$ cat src/rtl/rv32i_lsu_if.sv
// Execute-stage request, data-memory bus and write-back response bundle for the RV32I LSU.
// master is the LSU side; slave is the pipeline/memory environment side.
interface rv32i_lsu_if #(
   parameter int unsigned WIDTH = 32
);
   // execute-stage request
   logic             req_valid;
   logic             req_ready;
   logic             req_we;
   logic [2:0]       req_funct3;
   logic [WIDTH-1:0] req_addr;
   logic [WIDTH-1:0] req_wdata;
   logic [4:0]       req_rd;

   // data memory bus
   logic             mem_req;
   logic             mem_we;
   logic [WIDTH-1:0] mem_addr;
   logic [WIDTH-1:0] mem_wdata;
   logic [3:0]       mem_be;
   logic             mem_ack;
   logic [WIDTH-1:0] mem_rdata;

   // write-back response and error reporting
   logic             resp_valid;
   logic [4:0]       resp_rd;
   logic [WIDTH-1:0] resp_data;
   logic             st_done;
   logic             misalign_err;
   logic             bus_err;
   logic [WIDTH-1:0] err_addr;

   modport master (
      input  req_valid, req_we, req_funct3, req_addr, req_wdata, req_rd,
      input  mem_ack, mem_rdata,
      output req_ready,
      output mem_req, mem_we, mem_addr, mem_wdata, mem_be,
      output resp_valid, resp_rd, resp_data, st_done,
      output misalign_err, bus_err, err_addr
   );

   modport slave (
      output req_valid, req_we, req_funct3, req_addr, req_wdata, req_rd,
      output mem_ack, mem_rdata,
      input  req_ready,
      input  mem_req, mem_we, mem_addr, mem_wdata, mem_be,
      input  resp_valid, resp_rd, resp_data, st_done,
      input  misalign_err, bus_err, err_addr
   );
endinterface

$ cat src/rtl/rv32i_lsu.sv
// RV32I memory-stage load/store unit: byte/half/word accesses over a word-organised
// req/ack data bus, with load extension, misalignment and bus-timeout reporting.
module rv32i_lsu #(
   parameter int unsigned WIDTH   = 32,
   parameter int unsigned TIMEOUT = 16
) (
   input logic         clk,
   input logic         rst,
   rv32i_lsu_if.master bus
);
   localparam int unsigned CNT_W = 8;
   localparam logic [CNT_W-1:0] CNT_LAST = CNT_W'(TIMEOUT - 1);

   typedef enum logic [1:0] {
      IDLE,
      WAIT_ACK,
      RESP,
      ERR
   } state_t;

   state_t           state;
   logic [CNT_W-1:0] cnt;
   logic [WIDTH-1:0] addr_q;
   logic [2:0]       funct3_q;
   logic [4:0]       rd_q;

   logic             legal_c;
   logic             aligned_c;
   logic [WIDTH-1:0] wdata_c;
   logic [3:0]       be_c;
   logic [WIDTH-1:0] lane_c;
   logic [WIDTH-1:0] load_c;

   // request decode: funct3 legality depends on direction, alignment on access size
   always_comb begin
      legal_c   = 1'b0;
      aligned_c = 1'b1;
      case (bus.req_funct3)
         3'b000, 3'b001, 3'b010: legal_c = 1'b1;
         3'b100, 3'b101:         legal_c = !bus.req_we;
         default:                legal_c = 1'b0;
      endcase
      case (bus.req_funct3[1:0])
         2'b01:   aligned_c = !bus.req_addr[0];
         2'b10:   aligned_c = (bus.req_addr[1:0] == 2'b00);
         default: aligned_c = 1'b1;
      endcase
   end

   // store lane replication and byte enables; loads always read the full word
   always_comb begin
      wdata_c = bus.req_wdata;
      be_c    = 4'b1111;
      if (bus.req_we) begin
         case (bus.req_funct3[1:0])
            2'b00: begin
               wdata_c = WIDTH'({4{bus.req_wdata[7:0]}});
               be_c    = 4'b0001 << bus.req_addr[1:0];
            end
            2'b01: begin
               wdata_c = WIDTH'({2{bus.req_wdata[15:0]}});
               be_c    = bus.req_addr[1] ? 4'b1100 : 4'b0011;
            end
            default: begin
               wdata_c = bus.req_wdata;
               be_c    = 4'b1111;
            end
         endcase
      end
   end

   // load lane extraction and extension from the word returned with mem_ack
   always_comb begin
      lane_c = bus.mem_rdata >> {addr_q[1:0], 3'b000};
      load_c = lane_c;
      case (funct3_q)
         3'b000:  load_c = {{(WIDTH-8){lane_c[7]}}, lane_c[7:0]};
         3'b001:  load_c = {{(WIDTH-16){lane_c[15]}}, lane_c[15:0]};
         3'b100:  load_c = {{(WIDTH-8){1'b0}}, lane_c[7:0]};
         3'b101:  load_c = {{(WIDTH-16){1'b0}}, lane_c[15:0]};
         default: load_c = lane_c;
      endcase
   end

   // control FSM with registered outputs; pulses default low every cycle
   always_ff @(posedge clk) begin
      if (rst) begin
         state            <= IDLE;
         cnt              <= '0;
         addr_q           <= '0;
         funct3_q         <= '0;
         rd_q             <= '0;
         bus.req_ready    <= 1'b1;
         bus.mem_req      <= 1'b0;
         bus.mem_we       <= 1'b0;
         bus.mem_addr     <= '0;
         bus.mem_wdata    <= '0;
         bus.mem_be       <= '0;
         bus.resp_valid   <= 1'b0;
         bus.resp_rd      <= '0;
         bus.resp_data    <= '0;
         bus.st_done      <= 1'b0;
         bus.misalign_err <= 1'b0;
         bus.bus_err      <= 1'b0;
         bus.err_addr     <= '0;
      end else begin
         bus.resp_valid   <= 1'b0;
         bus.st_done      <= 1'b0;
         bus.misalign_err <= 1'b0;
         bus.bus_err      <= 1'b0;
         case (state)
            IDLE: begin
               if (bus.req_valid) begin
                  addr_q        <= bus.req_addr;
                  funct3_q      <= bus.req_funct3;
                  rd_q          <= bus.req_rd;
                  bus.req_ready <= 1'b0;
                  if (legal_c && aligned_c) begin
                     state         <= WAIT_ACK;
                     cnt           <= '0;
                     bus.mem_req   <= 1'b1;
                     bus.mem_we    <= bus.req_we;
                     bus.mem_addr  <= {bus.req_addr[WIDTH-1:2], 2'b00};
                     bus.mem_wdata <= wdata_c;
                     bus.mem_be    <= be_c;
                  end else begin
                     state            <= ERR;
                     bus.misalign_err <= 1'b1;
                     bus.err_addr     <= bus.req_addr;
                  end
               end
            end
            WAIT_ACK: begin
               cnt <= cnt + CNT_W'(1);
               if (bus.mem_ack) begin
                  bus.mem_req <= 1'b0;
                  if (bus.mem_we) begin
                     state         <= IDLE;
                     bus.st_done   <= 1'b1;
                     bus.req_ready <= 1'b1;
                  end else begin
                     state          <= RESP;
                     bus.resp_valid <= 1'b1;
                     bus.resp_data  <= load_c;
                     bus.resp_rd    <= rd_q;
                  end
               end else if (cnt == CNT_LAST) begin
                  state         <= IDLE;
                  bus.mem_req   <= 1'b0;
                  bus.bus_err   <= 1'b1;
                  bus.err_addr  <= addr_q;
                  bus.req_ready <= 1'b1;
               end
            end
            RESP, ERR: begin
               state         <= IDLE;
               bus.req_ready <= 1'b1;
            end
            default: begin
               state         <= IDLE;
               bus.req_ready <= 1'b1;
            end
         endcase
      end
   end
endmodule

$ cat src/flat_wrapper.sv
// flat-port wrapper written by rule: the top's interface ports become plain ports
module rv32i_lsu_flat 
#(
   parameter int unsigned WIDTH   = 32,
   parameter int unsigned TIMEOUT = 16
)
  (clk, rst, bus_req_valid, bus_req_we, bus_req_funct3, bus_req_addr, bus_req_wdata, bus_req_rd, bus_mem_ack, bus_mem_rdata, bus_req_ready, bus_mem_req, bus_mem_we, bus_mem_addr, bus_mem_wdata, bus_mem_be, bus_resp_valid, bus_resp_rd, bus_resp_data, bus_st_done, bus_misalign_err, bus_bus_err, bus_err_addr);
  rv32i_lsu_if #(.WIDTH(WIDTH)) bus_i ();
  input logic clk;
  input logic rst;
  input wire logic [$bits(bus_i.req_valid)-1:0] bus_req_valid;
  input wire logic [$bits(bus_i.req_we)-1:0] bus_req_we;
  input wire logic [$bits(bus_i.req_funct3)-1:0] bus_req_funct3;
  input wire logic [$bits(bus_i.req_addr)-1:0] bus_req_addr;
  input wire logic [$bits(bus_i.req_wdata)-1:0] bus_req_wdata;
  input wire logic [$bits(bus_i.req_rd)-1:0] bus_req_rd;
  input wire logic [$bits(bus_i.mem_ack)-1:0] bus_mem_ack;
  input wire logic [$bits(bus_i.mem_rdata)-1:0] bus_mem_rdata;
  output wire logic [$bits(bus_i.req_ready)-1:0] bus_req_ready;
  output wire logic [$bits(bus_i.mem_req)-1:0] bus_mem_req;
  output wire logic [$bits(bus_i.mem_we)-1:0] bus_mem_we;
  output wire logic [$bits(bus_i.mem_addr)-1:0] bus_mem_addr;
  output wire logic [$bits(bus_i.mem_wdata)-1:0] bus_mem_wdata;
  output wire logic [$bits(bus_i.mem_be)-1:0] bus_mem_be;
  output wire logic [$bits(bus_i.resp_valid)-1:0] bus_resp_valid;
  output wire logic [$bits(bus_i.resp_rd)-1:0] bus_resp_rd;
  output wire logic [$bits(bus_i.resp_data)-1:0] bus_resp_data;
  output wire logic [$bits(bus_i.st_done)-1:0] bus_st_done;
  output wire logic [$bits(bus_i.misalign_err)-1:0] bus_misalign_err;
  output wire logic [$bits(bus_i.bus_err)-1:0] bus_bus_err;
  output wire logic [$bits(bus_i.err_addr)-1:0] bus_err_addr;
  assign bus_i.req_valid = bus_req_valid;
  assign bus_i.req_we = bus_req_we;
  assign bus_i.req_funct3 = bus_req_funct3;
  assign bus_i.req_addr = bus_req_addr;
  assign bus_i.req_wdata = bus_req_wdata;
  assign bus_i.req_rd = bus_req_rd;
  assign bus_i.mem_ack = bus_mem_ack;
  assign bus_i.mem_rdata = bus_mem_rdata;
  assign bus_req_ready = bus_i.req_ready;
  assign bus_mem_req = bus_i.mem_req;
  assign bus_mem_we = bus_i.mem_we;
  assign bus_mem_addr = bus_i.mem_addr;
  assign bus_mem_wdata = bus_i.mem_wdata;
  assign bus_mem_be = bus_i.mem_be;
  assign bus_resp_valid = bus_i.resp_valid;
  assign bus_resp_rd = bus_i.resp_rd;
  assign bus_resp_data = bus_i.resp_data;
  assign bus_st_done = bus_i.st_done;
  assign bus_misalign_err = bus_i.misalign_err;
  assign bus_bus_err = bus_i.bus_err;
  assign bus_err_addr = bus_i.err_addr;
  rv32i_lsu #(.WIDTH(WIDTH), .TIMEOUT(TIMEOUT)) u_core (.clk(clk), .rst(rst), .bus(bus_i));
endmodule
$ cat config.mk
export PLATFORM = sky130hd
export DESIGN_NAME = rv32i_lsu_flat
export DESIGN_NICKNAME = d
export VERILOG_FILES = /design/src/rtl/rv32i_lsu_if.sv /design/src/rtl/rv32i_lsu.sv /design/src/flat_wrapper.sv
export SDC_FILE = /design/constraint.sdc
export NUM_CORES = 1
export LEC_CHECK = 0
export BUFFER_PORTS_ARGS = -buffer_cell sky130_fd_sc_hd__buf_2
export CAP_MARGIN = 20
export CORE_MARGIN = 2
export CORE_UTILIZATION = 50
export DETAILED_ROUTE_END_ITERATION = 12
export GPL_TIMING_DRIVEN = 0
export MAX_ROUTING_LAYER = met4
export PLACE_DENSITY = 0.78
export SYNTH_ARGS = -nofsm -noshare
export SYNTH_HDL_FRONTEND = slang
export SYNTH_SLANG_ARGS = --single-unit
$ cat constraint.sdc
create_clock -name clk -period 2.5 [get_ports clk]
set_input_delay 0.5 -clock clk [delete_from_list [all_inputs] [get_ports clk]]
set_output_delay 0.5 -clock clk [all_outputs]
set_load 0.01 [all_outputs]
==> metrics.md, run 1 <==
| Metric | Value |
|---|---|
| CP Class | `primary input to flop` |
| Leak | `approximately 4.5 nW` |
| Post-cts hold buffer count | `0` |
| Sequential area share after synthesis | `46.6%` |
| Worst-Margin Slew | `791 ps` |
| Required time worst endpoint | `2860 ps` |
| DP Cell Count | `about 1400` |
| Post-layout util | `between 60% and 70%` |
| Buf+Inv Stages, Crit Path | `5` |
| Main flop type after synthesis | `dfxtp_1` |
| Slowest CP cell | `buf_2` |
| Clk pin slew, worst setup/hold paths | `70 ps` |
| Core outline area | `16000 um2` |
| Syn avg cell area | `8.48 um2` |
| Port bufs | `approximately 250` |
| F_max | `457 MHz` |
| CTS buffer count | `17` |
| Chip width | `132 um` |
| #FFs+latches synth | `192` |
| Async SR Flop Fraction | `0%` |
| Crit end category | `flop` |
| Max IR drop VDD | `roughly 540 uV` |
| CTS tree | `yes` |
| Vias post-DR | `8134` |
| Top Ports | `approximately 250` |
| Crit path cell chain | `buf_2 -> inv_1 -> ha_1 -> buf_2 -> nor3_1 -> a21oi_2 -> o211ai_1 -> buf_2 -> buf_2 -> nand2_1 -> a21oi_1` |
| Via density per instance | `5.52` |
| Final ANT Viol Nets | `0` |
| Status | `completed` |
| Critical Path AT | `2550 ps` |
| Setup bufs post-CTS | `0` |
| DP Area | `between 9000 and 10000 um2` |
| Final wirelength | `approximately 26 mm` |
| Die height | `132 um` |
| Power per Cell Area | `751 nW/um2` |
| Final Non-Filler Cells | `1473` |
| Final worst path period need | `2190 ps` |
| TritonCTS sink count | `about 190` |
| Synthesis-to-layout area growth | `26.0%` |
| H-tree depth | `4` |
| Slew Limit Headroom | `approximately 47%` |
| Worst-path fanout max | `10` |
| HPWL Detailed | `approximately 19 mm` |
| Total track usage | `29.2%` |
| Fillcell total | `1422` |
| Clock Latency Late Sink | `440 ps` |
| First-pass DRT Iterations | `6` |
| Place WS | `-88.1 ps` |
| Final nets | `approximately 1400` |
| CTS Root Cell | `clkbuf_16` |
| Total grt overflow | `0` |
| Startpoint types | `primary input` |
| Hold crit path type | `primary input to flop` |
| Vias in the first global route | `7529` |
| First-iteration detailed-routing DRC count | `582` |
| Mapped Cells | `973` |
| Clock Path Buffers | `2` |
| Slew Viols, Final | `0` |
| Ys Warns | `0` |
| CP max stage delay | `between 300 and 400 ps` |
| First-pass GRT wire length | `39.5 mm` |
| CP delay by family, top | `buffers and inverters` |
| Clock Skew | `roughly 7 ps` |
| Hold Vio Cnt, Final | `0` |
| Share of layout cells above drive strength 1 | `29.2%` |
| Post-route DRC | `0` |
| Initial core utilization | `51.6%` |
| Synthesized cell area | `8260 um2` |
| Initial antenna violation count | `1` |
| Site row count | `between 40 and 50` |
| Design area | `10400 um2` |
| Cell seen most often among critical-path stages | `buf_2` |
| Yosys cell types | `a little under 50` |
| Setup slack after layout | `310 ps` |
| RSZ-0062 raised after global routing | `no` |
| Tcrit/Tclk final | `~88%` |
| Largest net degree at the start of global routing | `18` |
| Placer Congestion | `0.934` |
| EDFF count, synth | `0` |
| Resize count post-CTS | `0` |
| Max-cap violations | `0` |
| Routed wire per std cell | `17.4 um` |
| Die area | `17600 um2` |
| Finish-stage setup viols | `0` |
cells in the final DEF, fill, tap and decap left out, types with 30 or more instances in the layout:
master      n
mux2i_1    47
a211oi_2   30
a21oi_1   138
buf_2     273
nand2_1   202
clkbuf_1   47
a211oi_1   59
nor3_1     31
nor2_1     71
dfxtp_1   192
final timing paths:
check | startpoint | cells past startpoint | end | slack [ps]
setup / recovery | bus_req_funct3[1] | 11 | u_core.bus.mem_addr[30] | 310
hold / removal | bus_req_rd[2] | 3 | u_core.rd_q[2] | 310
setup reg to reg | u_core.cnt[0] | 8 | u_core.bus.err_addr[18] | 400
hold reg to reg | u_core.rd_q[0] | 2 | u_core.bus.resp_rd[0] | 450
cell type report:
class                      count  area [um2]  area share [%]
inverter                       8        30.0           0.289
clock inverter                13         179            1.72
tap                          216         270            2.60
antenna                        2        5.00          0.0481
clock buffer                  19         443            4.26
sequential                   192        3840            36.9
multi-input combinational    691        4000            38.4
timing repair buffer         249        1250            12.0
buffer                        83         390            3.75
tightest hold or removal path, delay by kind of cell:
kind                   cells  cell delay [ps]
AND/OR/NAND/NOR            1               50
AO/OA/AOI/OAI              1               50
buffers and inverters      1               90
flip-flops by register name, summed over array words and instances (netlist names), 2 cells and up:
signal,flops
u_core.bus.resp_data,32
u_core.cnt,8
u_core.rd_q,5
u_core.bus.resp_rd,5
u_core.bus.mem_wdata,32
u_core.bus.mem_addr,30
u_core.bus.mem_be,4
u_core.state,2
u_core.bus.err_addr,32
u_core.addr_q,32
u_core.funct3_q,3
per-stage QoR:
stage / total power [mW] / setup TNS (ps) / hold slack [ps]
after global routing: 8.12 / 0 / 315
after floorplan: 4.42 / 0 / 432
after CTS: 7.82 / 0 / 296
final: 7.81 / 0 / 305
after detailed placement: 4.98 / -1010 / 443
after global placement: 4.95 / -397 / 440
power by group:
group / switching [mW] / internal (mW)
sequential: 0.126 / 3.29
clock: 1.26 / 1.63
combinational: 0.932 / 0.582
synthesized netlist by cell type, types with 6 or more instances:
cell type	instances	area, um2
mux2i_1	47	470
a22oi_1	8	60.1
nor3_1	31	155
inv_1	8	30.0
a211oi_2	30	375
buf_4	7	52.6
clkbuf_1	46	173
a211oi_1	59	443
a21oi_1	138	691
dfxtp_1	192	3840
nand2_1	202	758
mux2_2	9	101
and3_1	6	37.5
nand3_1	12	60.1
buf_2	24	120
o21ai_0	13	65.1
nor2_1	71	267
nor2b_1	18	113
kinds of logic after synthesis:
| kind of cell | count (synthesis) | synth area share [%] |
|---|---|---|
| simple gates | 360 | 18.6 |
| compound gates | 268 | 22.0 |
| flops | 192 | 46.6 |
| buf+inv | 91 | 5.09 |
| mux | 57 | 7.11 |
| fa+ha+maj | 4 | 0.606 |
| other cells | 1 | 0.0454 |
layer usage:
metal	part of all wire, %	track usage [%]
met1	43	37.2
met2	46	45.5
met3	8.1	7.39
met4	2.6	9.32
met5	0	-
Note: power is estimated with default switching activity, not from simulation.
==> inputs of run 2 (changes only) <==
--- a/config.mk
+++ b/config.mk
@@ -7,7 +7,6 @@
 export LEC_CHECK = 0
 export BUFFER_PORTS_ARGS = -buffer_cell sky130_fd_sc_hd__buf_2
 export CAP_MARGIN = 20
-export CORE_MARGIN = 2
 export CORE_UTILIZATION = 50
 export DETAILED_ROUTE_END_ITERATION = 12
 export GPL_TIMING_DRIVEN = 0
==> metrics.md, run 2 (synthesis gave the netlist of run 1 again) <==
| Metric | Value |
|---|---|
| Status | `completed` |
| Tcrit/Tclk final | `88.4% (+0.86 points)` |
| Hold Crit Depth | `3 (unchanged)` |
| Power per Cell Area | `728 nW/um2 (-3.1%)` |
| Hold crit path type | `primary input to flop` |
| First-pass DRT Iterations | `5 (-1)` |
| First-iteration detailed-routing DRC count | `582 (unchanged)` |
| Die area | `17000 um2 (-3.0%)` |
| CTS buffer count | `17 (unchanged)` |
| Leak | `4.45 nW (-0.61%)` |
| Vias in the first global route | `7500 (-0.39%)` |
| TritonCTS sink count | `192 (unchanged)` |
| Max-cap violations | `0 (unchanged)` |
| Share of layout cells above drive strength 1 | `28.9% (-0.27 points)` |
| Critical Path AT | `2560 ps (about the same)` |
| Worst-path fanout max | `10 (unchanged)` |
| RSZ-0062 raised after global routing | `no` |
| Setup bufs post-CTS | `0 (unchanged)` |
| Initial antenna violation count | `5 (+4)` |
| Total track usage | `30.4% (+1.3 points)` |
| Crit end category | `flop` |
| Via density per instance | `5.49 (-0.66%)` |
| Clk pin slew, worst setup/hold paths | `70 ps (about the same)` |
| Vias post-DR | `8086 (-0.59%)` |
| Slowest CP cell | `buf_2` |
| Post-cts hold buffer count | `0 (unchanged)` |
| Setup TNS | `0 ps (unchanged)` |
| Die height | `130 um (-1.5%)` |
| H-tree depth | `4 (unchanged)` |
| Largest net degree at the start of global routing | `17 (-1)` |
| Required time worst endpoint | `2850 ps (about the same)` |
| Crit path cell chain | `buf_2 -> inv_1 -> ha_1 -> buf_2 -> nor3_1 -> a21oi_2 -> o211ai_1 -> buf_2 -> buf_2 -> nand2_1 -> a21oi_1` |
| Final wirelength | `25.4 mm (-1.1%)` |
| Final Non-Filler Cells | `1474 (+0.068%)` |
| F_max | `452 MHz (-0.97%)` |
| Final nets | `1355 (unchanged)` |
| Worst-Margin Slew | `795 ps (+3.61 ps)` |
| Post-route DRC | `0 (unchanged)` |
| CTS tree | `yes` |
| Synthesis-to-layout area growth | `25.2%` |
| Slew Limit Headroom | `47.0% (-0.24 points)` |
| Initial core utilization | `51.6% (unchanged)` |
| Port bufs | `249 (unchanged)` |
| Routed wire per std cell | `17.2 um (-1.2%)` |
| Core outline area | `16000 um2 (unchanged)` |
| Total grt overflow | `0 (unchanged)` |
| Resize count post-CTS | `0 (unchanged)` |
| Site row count | `46 (unchanged)` |
| Startpoint types | `primary input` |
| Cell seen most often among critical-path stages | `buf_2` |
| Final worst path period need | `2210 ps (+21.4 ps)` |
| Placer Congestion | `0.909 (-2.7%)` |
| Most frequent cells in the layout | `buf_2 (273), nand2_1 (202), dfxtp_1 (192)` |
| CP max stage delay | `350 ps (about the same)` |
| HPWL Detailed | `19.0 mm (-0.39%)` |
| Clock Skew | `7.57 ps (+0.681 ps)` |
| CP Class | `primary input to flop` |
| Slew Viols, Final | `0 (unchanged)` |
| Finish-stage setup viols | `0 (unchanged)` |
| Hold Vio Cnt, Final | `0 (unchanged)` |
| Clock Path Buffers | `2 (unchanged)` |
| Top Ports | `253 (unchanged)` |
| Clock Latency Late Sink | `430 ps (about the same)` |
| Final ANT Viol Nets | `0 (unchanged)` |
| First-pass GRT wire length | `38.5 mm (-2.6%)` |
| CTS Root Cell | `clkbuf_16` |
| Commonest non-fill, non-tap cell in the layout | `buf_2` |
| DP Cell Count | `1439 (unchanged)` |
| Max IR drop VDD | `462 uV (-15%)` |
| Chip width | `130 um (-1.5%)` |
| Register-to-Register Path Depth | `8 (unchanged)` |
[run 2: changes by cell type in the layout (fill, tap and decap cells not counted), sizes merged]
cell	previous run	this run
clkinvlp	3	1
diode	2	5
clkbuf	65	68
clkinv	3	4
inv	12	10
bufinv	3	1
[run 2: worst max-delay path, delay by kind of cell]
family | cells | cell delay (ps)
buf+inv | 5 | 1100
fa+ha+maj | 1 | 200
compound gates | 3 | 410
simple gates | 2 | 340
[run 2: per-stage QoR]
step	util (%)	cell area [um2]	total power [mW]	setup WS, ps	hold WS [ps]
CTS	64.5	10300	7.53	331	288
detailed placement	61.1	9780	4.98	-111	443
global placement	61.1	9780	4.95	-41.5	439
global route	64.6	10300	7.83	143	299
floorplan	-	8260	4.42	481	432
finish	64.6	10300	7.52	289	299
[run 2: path summary, 6_finish.rpt]
check	slack, ps	to	start
worst min-delay path	300	u_core.rd_q[2]	bus_req_rd[2]
worst max register to register	350	u_core.bus.err_addr[5]	u_core.cnt[0]
worst max-delay path	290	u_core.bus.mem_addr[28]	bus_req_funct3[1]
worst min register to register	450	u_core.bus.mem_addr[2]	u_core.bus.mem_addr[2]
[run 2: report_power, final]
group	total (mW)	leakage, nW	switching [mW]	internal [mW]
clock network	2.59	0.267	1.17	1.42
registers	3.42	1.57	0.124	3.29
logic	1.51	2.61	0.932	0.582
total	7.52	4.45	2.22	5.30
[run 2: cell type report]
class,instances,area (um2)
plain buffers,83,390
clock buffers,22,464
diodes,5,12.5
multi-input cells,691,4000
fillers,1462,5670
well taps,216,270
clock inverters,8,82.6
repair buffers,249,1250
inverters,8,30.0
flip-flops and latches,192,3840
[run 2: routing by layer]
metal  global-route usage, %  vias to the layer above  wire (um)
met5                       -                        -          0
met4                    11.8                        0        688
met3                    6.51                       51       2030
met2                    47.7                      358      11800
met1                    38.3                     3762      10900
li1                        -                     3915          -
==> inputs of run 3 (changes only) <==
--- a/config.mk
+++ b/config.mk
@@ -7,11 +7,13 @@
 export LEC_CHECK = 0
 export BUFFER_PORTS_ARGS = -buffer_cell sky130_fd_sc_hd__buf_2
 export CAP_MARGIN = 20
-export CORE_UTILIZATION = 50
+export CELL_PAD_IN_SITES_DETAIL_PLACEMENT = 2
+export CELL_PAD_IN_SITES_GLOBAL_PLACEMENT = 2
+export CORE_UTILIZATION = 29
 export DETAILED_ROUTE_END_ITERATION = 12
 export GPL_TIMING_DRIVEN = 0
 export MAX_ROUTING_LAYER = met4
-export PLACE_DENSITY = 0.78
+export PLACE_DENSITY_LB_ADDON = 0.1
 export SYNTH_ARGS = -nofsm -noshare
 export SYNTH_HDL_FRONTEND = slang
 export SYNTH_SLANG_ARGS = --single-unit
==> metrics.md, run 3 (synthesis gave the netlist of run 1 again) <==
| Metric | Value |
|---|---|
| Status | `completed` |
| Internal power | `5.21 mW (-1.7%)` |
| Clock Latency Late Sink | `440 ps (about the same)` |
| Worst hold margin | `300 ps (+0.341 ps)` |
| CP Class | `primary input to flop` |
| Final Non-Filler Cells | `1641 (+11%)` |
| Fillcell total | `3243 (+120%)` |
| Most frequent cells in the layout | `buf_2 (272), nand2_1 (202), dfxtp_1 (192)` |
| Buf+Inv Stages, Crit Path | `5 (unchanged)` |
| Design area | `10600 um2 (+2.3%)` |
| Max-cap violations | `0 (unchanged)` |
| Slew Limit Headroom | `41.6% (-5.5 points)` |
| Clock Skew | `14.8 ps (+7.20 ps)` |
| Die height | `171 um (+31%)` |
| Post-cts hold buffer count | `0 (unchanged)` |
| Vias post-DR | `8108 (+0.27%)` |
| CP max stage delay | `350 ps (about the same)` |
| Placer Congestion | `0.848 (-6.7%)` |
| Core outline area | `27900 um2 (+74%)` |
| Tot Pwr | `7.71 mW (+2.5%)` |
| R2r setup slk | `320 ps (-30 ps)` |
| Sw frac | `32.5% (+2.9 points)` |
| Grt met3 use | `5.41% (-1.1 points)` |
| P_sw | `2.50 mW (+13%)` |
| GR peak layer | `met2` |
| Initial antenna violation count | `8 (+3)` |
| DP Area | `9980 um2 (+2.1%)` |
| Commonest non-fill, non-tap cell in the layout | `buf_2` |
| Clk pwr share | `35.1% (+0.7 points)` |
| Max IR drop VDD | `371 uV (-20%)` |
| Finish-stage setup viols | `0 (unchanged)` |
| Clk pin slew, worst setup/hold paths | `80 ps (about the same)` |
| Met1 Usage GRT | `28.4% (-9.9 points)` |
| Crit end category | `flop` |
| Crit path cell chain | `buf_2 -> inv_1 -> ha_1 -> buf_2 -> nor3_1 -> a21oi_2 -> o211ai_1 -> clkbuf_4 -> buf_2 -> nand2_1 -> a21oi_1` |
| Met2 Track Usage GR | `39.8% (-7.9 points)` |
| Chip width | `171 um (+31%)` |
| Post-route DRC | `0 (unchanged)` |
| Clock Path Buffers | `2 (unchanged)` |
| Hold Vio Cnt, Final | `0 (unchanged)` |
| Hold crit path type | `primary input to flop` |
| F_max | `440 MHz (-2.8%)` |
| First-pass DRT Iterations | `4 (-1)` |
| Sequential share of power | `44.4% (-1.1 points)` |
| Power per Cell Area | `729 nW/um2 (+0.18%)` |
| Critical Path AT | `2640 ps (+80 ps)` |
| CTS buffer count | `17 (unchanged)` |
| Combinational Power Share | `20.5% (+0.4 points)` |
| H-tree depth | `4 (unchanged)` |
| Tcrit/Tclk final | `90.9% (+2.5 points)` |
| Slew Viols, Final | `0 (unchanged)` |
| Port bufs | `249 (unchanged)` |
| Total track usage | `23.5% (-6.9 points)` |
| Synthesis-to-layout area growth | `28.1%` |
| HPWL Detailed | `25.1 mm (+32%)` |
| Setup TNS | `0 ps (unchanged)` |
| Site row count | `61 (+33%)` |
| Final ANT Viol Nets | `0 (unchanged)` |
| First-pass GRT wire length | `50.1 mm (+30%)` |
| Worst-Margin Slew | `877 ps (+82.1 ps)` |
| Share of layout cells above drive strength 1 | `29.2% (+0.27 points)` |
| Total grt overflow | `0 (unchanged)` |
| CTS tree | `yes` |
| Slowest CP cell | `buf_2` |
| Startpoint types | `primary input` |
| TritonCTS sink count | `192 (unchanged)` |
| CP delay by family, top | `buffers and inverters` |
| Via density per instance | `4.94 (-9.9%)` |
| Final nets | `1355 (unchanged)` |
| Initial core utilization | `29.6% (-22 points)` |
| Routed wire per std cell | `20.0 um (+16%)` |
| CTS Root Cell | `clkbuf_16` |
| Required time worst endpoint | `2870 ps (+20 ps)` |
| Final wirelength | `32.8 mm (+29%)` |
| First-iteration detailed-routing DRC count | `283 (-51%)` |
| Leak | `4.46 nW (+0.38%)` |
| Final worst path period need | `2270 ps (+62.6 ps)` |
| Vias in the first global route | `8578 (+14%)` |
| DP Cell Count | `1601 (+11%)` |
| RSZ-0062 raised after global routing | `no` |
| Top Ports | `253 (unchanged)` |
| Worst-path fanout max | `10 (unchanged)` |
| Cell seen most often among critical-path stages | `buf_2` |
| Largest net degree at the start of global routing | `20 (+3)` |
| Die area | `29100 um2 (+71%)` |
-- run 3: cell count changes in the layout (fill, tap and decap cells not counted), sizes merged --
cell	previous run	this run
clkinv	4	8
diode	5	8
clkinvlp	1	0
inv	10	14
buf	286	285
bufinv	1	0
clkbuf	68	65
-- run 3: metal layers --
layer	routed length, um	vias to the layer above
li1	-	3925
met1	14800	3997
met2	15900	162
met3	1590	24
met4	437	0
met5	0	-
-- run 3: worst paths after layout --
| path | startpoint | endpoint | depth (start not counted) |
|---|---|---|---|
| setup / recovery | bus_req_funct3[1] | u_core.bus.mem_addr[23] | 11 |
| hold / removal | bus_req_rd[4] | u_core.rd_q[4] | 3 |
| hold reg to reg | u_core.rd_q[0] | u_core.bus.resp_rd[0] | 2 |
| setup reg to reg | u_core.cnt[0] | u_core.bus.err_addr[19] | 8 |
-- run 3: cell type report --
| cell class | instances | area [um2] | area share [%] |
|---|---|---|---|
| Antenna cell | 8 | 20.0 | 0.189 |
| Tap cell | 378 | 473 | 4.47 |
| Multi-Input combinational cell | 691 | 4000 | 37.8 |
| Clock buffer | 18 | 429 | 4.06 |
| Inverter | 8 | 30.0 | 0.284 |
| Clock inverter | 14 | 146 | 1.38 |
| Timing Repair Buffer | 249 | 1250 | 11.8 |
| Sequential cell | 192 | 3840 | 36.3 |
| Buffer | 83 | 393 | 3.71 |
-- run 3: worst reg2reg max path, cell delays in order (launching register included) --
cell       delay (ps)
dfxtp_1           370
ha_1              210
and3_1            210
nand2_1           140
a2bb2oi_2         400
and2_1            190
buf_2             220
buf_6             210
a211oi_2           90
-- run 3: power by group through the flow --
stage                     logic (mW)  registers, mW  clock network, mW
final                           1.58           3.42               2.71
after floorplan                0.863           3.55                  0
after detailed placement        1.60           3.49                  0
after global routing            1.75           3.45               2.91
after CTS                       1.62           3.43               2.80
after global placement          1.57           3.48                  0
-- run 3: timing repair --
item                       in CTS  in global routing
gates resized for setup         0                  1
setup buffers                   0                  0
setup endpoints to repair       0                 10
-- run 3: per-stage QoR --
| stage | worst slack [ps] | util, % |
|---|---|---|
| 3_3_place_gp | -241 | 35.8 |
| 3_5_place_dp | -292 | 35.8 |
| 4_1_cts | 118 | 37.9 |
| 2_1_floorplan | 481 | - |
| 6_report | 226 | 38.0 |
| 5_1_grt | 26.9 | 38.0 |
